### src/rtl/sha3_pad_absorb_buf.sv
// sha3_pad_absorb_buf: SHA-3 pad10*1 + rate-block assembly; in_* lane stream in (valid/ready), blk_* padded rate block out (valid/ready, first/last tags)
module sha3_pad_absorb_buf #(
  parameter int RATE_LANES = 17,
  parameter logic [7:0] DOMAIN_PAD = 8'h06
) (
  input  logic                    clk,
  input  logic                    rst_n,
  input  logic                    in_valid,
  output logic                    in_ready,
  input  logic [63:0]             in_data,
  input  logic                    in_last,
  input  logic [3:0]              in_bytes,
  output logic                    blk_valid,
  input  logic                    blk_ready,
  output logic [64*RATE_LANES-1:0] blk_data,
  output logic                    blk_first,
  output logic                    blk_last
);
  localparam int W = 64*RATE_LANES;
  localparam int CW = $clog2(RATE_LANES);
  localparam logic [W-1:0] PAD_BLK = {8'h80, {(W-16){1'b0}}, DOMAIN_PAD};
  typedef enum logic {ACCUM, EMIT} state_t;
  state_t state;
  logic [CW-1:0] lane_cnt;
  logic pad_pend, first_flag, xfer, full, n8, pad_fin;
  logic [3:0] n;
  logic [63:0] lane_w;
  logic [W-1:0] nb;
  always_comb begin
    xfer = state == ACCUM && in_valid && in_ready;
    full = lane_cnt == CW'(RATE_LANES-1);
    n = in_bytes > 4'd8 ? 4'd8 : in_bytes;
    n8 = n == 4'd8;
    pad_fin = in_last && !(n8 && full);
    lane_w = '0;
    for (int k = 0; k < 8; k++)
      lane_w[8*k+:8] = !in_last || k < int'(n) ? in_data[8*k+:8] : k == int'(n) ? DOMAIN_PAD : 8'h00;
    nb = blk_data;
    for (int i = 0; i < RATE_LANES; i++) begin
      if (i == int'(lane_cnt)) nb[64*i+:64] = lane_w;
      if (in_last && n8 && i == int'(lane_cnt) + 1) nb[64*i+:8] = DOMAIN_PAD;
    end
    if (pad_fin) nb[W-1] = 1'b1;
  end
  always_ff @(posedge clk or negedge rst_n)
    if (!rst_n) begin
      state <= ACCUM;
      lane_cnt <= '0;
      blk_data <= '0;
      pad_pend <= 1'b0;
      first_flag <= 1'b1;
      in_ready <= 1'b0;
      blk_valid <= 1'b0;
      blk_first <= 1'b0;
      blk_last <= 1'b0;
    end else if (state == ACCUM) begin
      in_ready <= !(xfer && (full || in_last));
      if (xfer) begin
        blk_data <= nb;
        lane_cnt <= lane_cnt + 1'b1;
        if (full || in_last) begin
          state <= EMIT;
          blk_valid <= 1'b1;
          blk_first <= first_flag;
          blk_last <= pad_fin;
          pad_pend <= in_last && !pad_fin;
        end
      end
    end else if (blk_ready) begin
      lane_cnt <= '0;
      first_flag <= !pad_pend && blk_last;
      blk_data <= pad_pend ? PAD_BLK : '0;
      blk_first <= 1'b0;
      blk_last <= pad_pend;
      blk_valid <= pad_pend;
      in_ready <= !pad_pend;
      pad_pend <= 1'b0;
      state <= pad_pend ? EMIT : ACCUM;
    end
endmodule

### config.mk
export PLATFORM = sky130hd
export DESIGN_NAME = sha3_pad_absorb_buf
export DESIGN_NICKNAME = d
export VERILOG_FILES = /design/src/rtl/sha3_pad_absorb_buf.sv
export SDC_FILE = /design/constraint.sdc
export NUM_CORES = 2
export LEC_CHECK = 0
export BUFFER_PORTS_ARGS = -buffer_cell sky130_fd_sc_hd__buf_2
export CAP_MARGIN = 20
export CORE_AREA = 10 10 440 442
export CTS_BUF_LIST = sky130_fd_sc_hd__clkbuf_2 sky130_fd_sc_hd__clkbuf_4 sky130_fd_sc_hd__clkbuf_8
export DETAILED_ROUTE_END_ITERATION = 7
export DIE_AREA = 0 0 450 452
export GPL_TIMING_DRIVEN = 0
export PLACE_DENSITY = 0.5
export SYNTH_ARGS = -nofsm -noshare
export SYNTH_HDL_FRONTEND = slang
export SYNTH_SLANG_ARGS = --single-unit
### constraint.sdc
create_clock -name clk -period 4.51 [get_ports clk]
set_clock_uncertainty 0.15 [all_clocks]
set_input_delay 0.451 -clock clk [delete_from_list [all_inputs] [get_ports clk]]
set_output_delay 0.451 -clock clk [all_outputs]
set_load 0.01 [all_outputs]
* After elaboration in Yosys (flattened, before gate mapping) *
Index checks and enable logic that the tools add are counted.

storage, ports and cells
  register bits = 1100
  input port bits = 73
  word-level logic and storage cells = 294

cells by class
  $add $sub $neg = 2
  $lt $le $gt $ge = 9
  eq/ne operators = 42
  muxes and demuxes = 80
  bitwise logic cells = 1
  reduce and logical (&&, ||, !) cells = 117

operator list
  operator             count
  $mux 1088            4
  $mux 64              17
  $eq 5x32->1 const A  8
  $mux 8               25
  $eq 4x32->1 const A  4
  $reduce_and 3->1     36
  $eq 3x32->1 const A  2
  $reduce_bool 3->1    18
  $eq 5x5->1 const A   9
  $reduce_bool 2->1    19
  $eq 2x32->1 const A  1
  $logic_not 32->1     1
  $logic_and 1x1->1    25
  $mux 3               8
  $mux 1               22
  $eq 4x5->1 const A   4
  $eq 4x4->1 const A   4
  $lt 3x4->1 const A   4
  $mux 5               3
  $eq 3x5->1 const A   2
  $logic_or 1x1->1     9
  $eq 3x4->1 const A   2
  $lt 1x4->1 const A   2
  $lt 2x4->1 const A   2
  15 further kinds     20

* Longest topological paths before layout *
  depth in word-level cells = 11
  gate-level depth with buffers = 10
  mapped depth without buffers = 8

* Worst setup path before layout *
Ideal clock, no wire load.

  kind = reg-to-reg
  start = register lane_cnt[0]
  end = register blk_data[1]
  setup time = 0.125 ns
  arrival = 2.401 ns
  data required time = 4.235 ns
  setup slack = 1.834 ns
  cell stages (with the launch flop) = 11
  buffers on the path = 2
  cell sequence = dfrtp_1 ha_1 clkbuf_1 and3_1 ha_1 nand4_1 a21oi_2 and2_1 buf_6 a21boi_4 mux2_2

between the ends
  longest elaborated chain between the ends = 6

RTL lines
  element                 line  RTL
  from (decl)             24    logic [CW-1:0] lane_cnt;
  from (signal assigned)  60    lane_cnt <= lane_cnt + 1'b1;
  $add 5x1->6             41    if (in_last && n8 && i == int'(lane_cnt) + 1) nb[64*i+:8] = DOMAIN_PAD;
  $logic_not 32->1        41
  $logic_and 1x1->1       41
  $mux 8                  41
  $mux 1088               58    if (xfer) begin
  $mux 1088               56    end else if (state == ACCUM) begin
  to (signal assigned)    59    blk_data <= nb;
  to (signal assigned)    72    blk_data <= pad_pend ? PAD_BLK : '0;
  to (decl)               15    output logic [64*RATE_LANES-1:0] blk_data,

Several ways; a longest one is shown, not always the timed one. The select of a mux whose other input is x is not followed.
A chain may end at the register's enable or synchronous reset.

* Worst setup path after layout *
  start = register lane_cnt[1]
  end = register blk_data[357]

between the ends
  longest elaborated chain between the ends = 3

RTL lines
  element                             line  RTL
  $eq 4x5->1                          40    if (i == int'(lane_cnt)) nb[64*i+:64] = lane_w;
  $reduce_bool 2->1 (no source line)  n/a
  $reduce_and 3->1 (no source line)   n/a

Every way passes these cells.

==> results.py <==
metrics = {
    "logic_synthesis": {
        "synth-seq-cells": 1100,
        "synth_edf_count": 0,
        "synth_top_family_by_area": "compound AO/OA/AOI/OAI gates",
        "synth_ff_type": "dfrtp_1",
        "syn_nets": 3836,
        "ys_seq_area_share_pct": 68.6,
        "synthCells": 3757,
        "yosysTopAreaCellShare_pct": 68.5,
        "synth.area.mux_share_pct": 0.0842,
        "async_flop_share_pct": 100,
        "synth.area.top_cells": "dfrtp_1 69%, o21ai_0 12%, nand2_1 9.7%",
        "yosys_warnings": 0,
        "synth_cell_types": 62,
        "synth_area_per_cell_um2": 10.7,
        "synth-simple-area-share_pct": 11.0,
        "synthXorXnorAreaFrac_pct": 0.0218,
        "synthesis.area_um2": 40100,
        "synth_fa_ha_area_share_pct": 0.187,
        "yosysTopAreaCell": "dfrtp_1",
        "synth_compound_area_share_pct": 16.7,
    },
    "worst_setup_path": {
        "slowest_stage": "nand2b_1",
        "max_stage_delay_ns": 0.78,
        "critPathRequiredTime_ns": 5.17,
        "worstPathMaxFanout": 10,
        "rr_startpoint": "lane_cnt[1]$_DFFE_PN0P_",
        "cp_top_family": "buffers and inverters",
        "crit_buf_inv": 3,
        "startpoint_type": "flop",
        "critical_path_arrival_ns": 4.87,
        "path_cells": "inv_1, ha_1, nor2b_1, a21oi_1, nand2b_1, clkbuf_2, clkbuf_1, o21ai_0",
        "crit_type": "reg -> reg",
        "crit_path_start": "lane_cnt[1]$_DFFE_PN0P_",
        "cp-end-kind": "flop",
    },
    "cts": {
        "numCtsBuffers": 196,
        "cts_tree": "done",
        "cts_resized": 0,
        "clock_latency_ns": 0.96,
        "cts.sinks": 1100,
        "cts_setup_buffers": 0,
        "path_clk_slew_ns": 0.06,
        "cts_root_buf": "clkbuf_8",
        "htreeDepth": 4,
        "clock_path_buffers": 3,
    },
    "place": {
        "dpl.hpwl_um": 178000,
        "io_buffers": 1161,
        "gp_congestion": 0.896,
        "place_ws_ns": 0.203,
    },
    "final_layout": {
        "synthToLayoutAreaGrowth_pct": 36.1,
        "drive_gt1_share_pct": 32.3,
        "nFillCells": 19900,
        "final_nets": 5278,
    },
    "floorplanning": {
        "die_width_um": 450,
        "die_h_um": 452,
        "die_area_um2": 203000,
        "std_cell_rows": 158,
        "core-area_um2": 185000,
        "io_pins": 1165,
        "initial_core_util_pct": 21.7,
    },
    "power": {
        "p_per_area_nw_per_um2": 764,
        "peakVddDrop_v": 0.000327,
        "power.leakage_nw": 27.6,
    },
    "hold_path": {
        "hold_class": "in -> reg",
        "holdCritStartpoint": "in_data[63]",
    },
    "global_routing": {
        "overflow": 0,
        "grt_max_degree": 162,
        "grt_use_total_pct": 21.5,
        "grt_pass1_wl_um": 308000,
        "antenna_found_initial": 37,
        "grt_pass1_vias": 36300,
    },
    "route": {
        "first_iter_violations": 3473,
        "wire_per_inst_um": 29.3,
        "vias": 36600,
        "ant_nets": 0,
        "wl_um": 229000,
        "drc": 0,
        "drt-pass1-iter-count": 6,
        "post_drt_via_cell_ratio": 4.67,
    },
    "sta": {
        "min_period_over_period_pct": 93.4,
        "tightest_slew_ns": 1.16,
        "setup_tns_ns": 0,
        "timing.hold.ws_ns": 0.0742,
        "maxSlewHeadroom_pct": 23.0,
        "rsz0062_at_grt": "false",
        "period_needed_ns": 4.21,
        "finalSetupViolations": 0,
        "fmax_ghz": 0.237,
        "slew_violations": 0,
        "timing.final.ws_setup_ns": 0.297,
        "hold_violations": 0,
    },
    "status": {
        "outcome": "completed",
    },
    "flow_run": {
        "max-cap-violations": 0,
    },
}
[layer usage]
layer | track usage, % | share of wire (%) | vias up | wire length, µm
li1 | - | - | 15600 | -
met1 | 25.6 | 39 | 18800 | 88600
met2 | 35.5 | 48 | 1782 | 110000
met3 | 6.79 | 8.8 | 438 | 20300
met4 | 9.83 | 4.8 | 6 | 11000
met5 | 0 | 0.018 | - | 41
[worst paths after layout]
| path | endpoint | slack, ns | cells after the start |
|---|---|---|---|
| max | blk_data[357]$_DFFE_PN0P_ | 0.30 | 8 |
| max in group asynchronous | blk_data[962]$_DFFE_PN0P_ | 1.77 | 6 |
| min in group asynchronous | blk_data[547]$_DFFE_PN0P_ | 0.56 | 4 |
| max reg2reg | blk_data[357]$_DFFE_PN0P_ | 0.30 | 8 |
| min | blk_data[1023]$_DFFE_PN0P_ | 0.07 | 3 |
| min reg2reg | blk_data[720]$_DFFE_PN0P_ | 0.32 | 2 |
[power by group]
group / internal (W) / switching, W / total (W) / leakage [nW]
sequential: 0.0140 / 0.00249 / 0.0165 / 14.2
combinational: 0.00487 / 0.0101 / 0.0150 / 11.2
clock: 0.00570 / 0.00454 / 0.0102 / 2.24
[sequential cells by signal, summed over array words and instances, names as in the netlist]
signal / cells
blk_last: 1
blk_valid: 1
blk_data: 1088
pad_pend: 1
blk_first: 1
first_flag: 1
lane_cnt: 5
in_ready: 1
state: 1
[through the flow]
stage                     utilization [%]  power, W  area (µm²)  instances
after floorplan                         -    0.0222       40100       3757
after global placement               26.6    0.0314       49000       7398
after detailed placement             27.0    0.0318       49800       7430
after CTS                            29.5    0.0421       54600       7821
after global routing                 29.6    0.0439       54600       7828
final                                29.6    0.0417       54600       7833
[synth_stat cells, types with 3 or more instances]
cell type     n
a21boi_1      4
buf_1         6
a31oi_1       3
nor3_1       14
nand2_2       3
inv_1        27
ha_1          6
buf_2       109
nand2_1    1036
a21boi_2      4
o2bb2ai_1    20
dfrtp_1    1099
o31a_1        3
nand4_1       4
nor2_2        4
buf_4         4
clkbuf_2      6
and3_1        4
and2_1        9
o21ai_2       6
nor2_1       16
a21o_1       20
nand2b_1      3
mux2_2        3
a221oi_1     16
a21oi_2      11
nor2b_1       8
a21oi_1      24
clkbuf_1    172
nand3_1       9
a32o_1       23
a22o_1       50
o21ai_1      33
a31o_2        6
o21ai_0     959
[area by class of cell]
| class | instances | area, µm² | share of cell area [%] |
|---|---|---|---|
| multi-input combinational | 2332 | 11300 | 20.6 |
| inverter | 27 | 101 | 0.186 |
| timing repair buffer | 1244 | 7040 | 12.9 |
| antenna | 10 | 25.0 | 0.0458 |
| clock buffer | 302 | 3840 | 7.03 |
| clock inverter | 40 | 415 | 0.761 |
| sequential | 1100 | 27500 | 50.4 |
| tap | 2480 | 3100 | 5.68 |
| buffer | 298 | 1290 | 2.37 |
[cells in the final DEF, fill, tap and decap left out, types with 8 or more instances in the layout]
cell / count
and2_1: 9
a21oi_1: 24
a21oi_2: 11
clkbuf_1: 164
diode_2: 10
a32o_1: 23
o21ai_2: 15
nor2b_1: 8
nand2_1: 1036
clkinv_2: 19
dlygate4sd3_1: 48
o2bb2ai_1: 20
a22o_1: 50
o21ai_0: 959
nor3_1: 14
nor2_1: 16
dfrtp_1: 1099
clkbuf_4: 51
a21o_1: 20
o21ai_1: 24
buf_16: 20
a221oi_1: 16
clkbuf_8: 252
clkbuf_2: 14
nand3_1: 9
buf_2: 1269
inv_1: 27
[cells by family after synthesis]
family,after synthesis
XOR/XNOR,1
buffers and inverters,325
AND/OR/NAND/NOR,1125
flip-flops,1100
AO/OA/AOI/OAI,1197
multiplexers,3
adder cells (fa/ha/maj),6
[worst reg2reg max path: stages (launching register included)]
cell and delay (ns):
dfrtp_1 0.56, inv_1 0.14, ha_1 0.22, nor2b_1 0.19
a21oi_1 0.44, nand2b_1 0.78, clkbuf_2 0.75, clkbuf_1 0.64
o21ai_0 0.19
[timing repair]
action / in CTS / in global routing
endpoints found under the hold margin: 657 / 0
setup endpoints to repair: 0 / 0
hold buffers: 49 / 0
(Power assumes the default switching activity.)
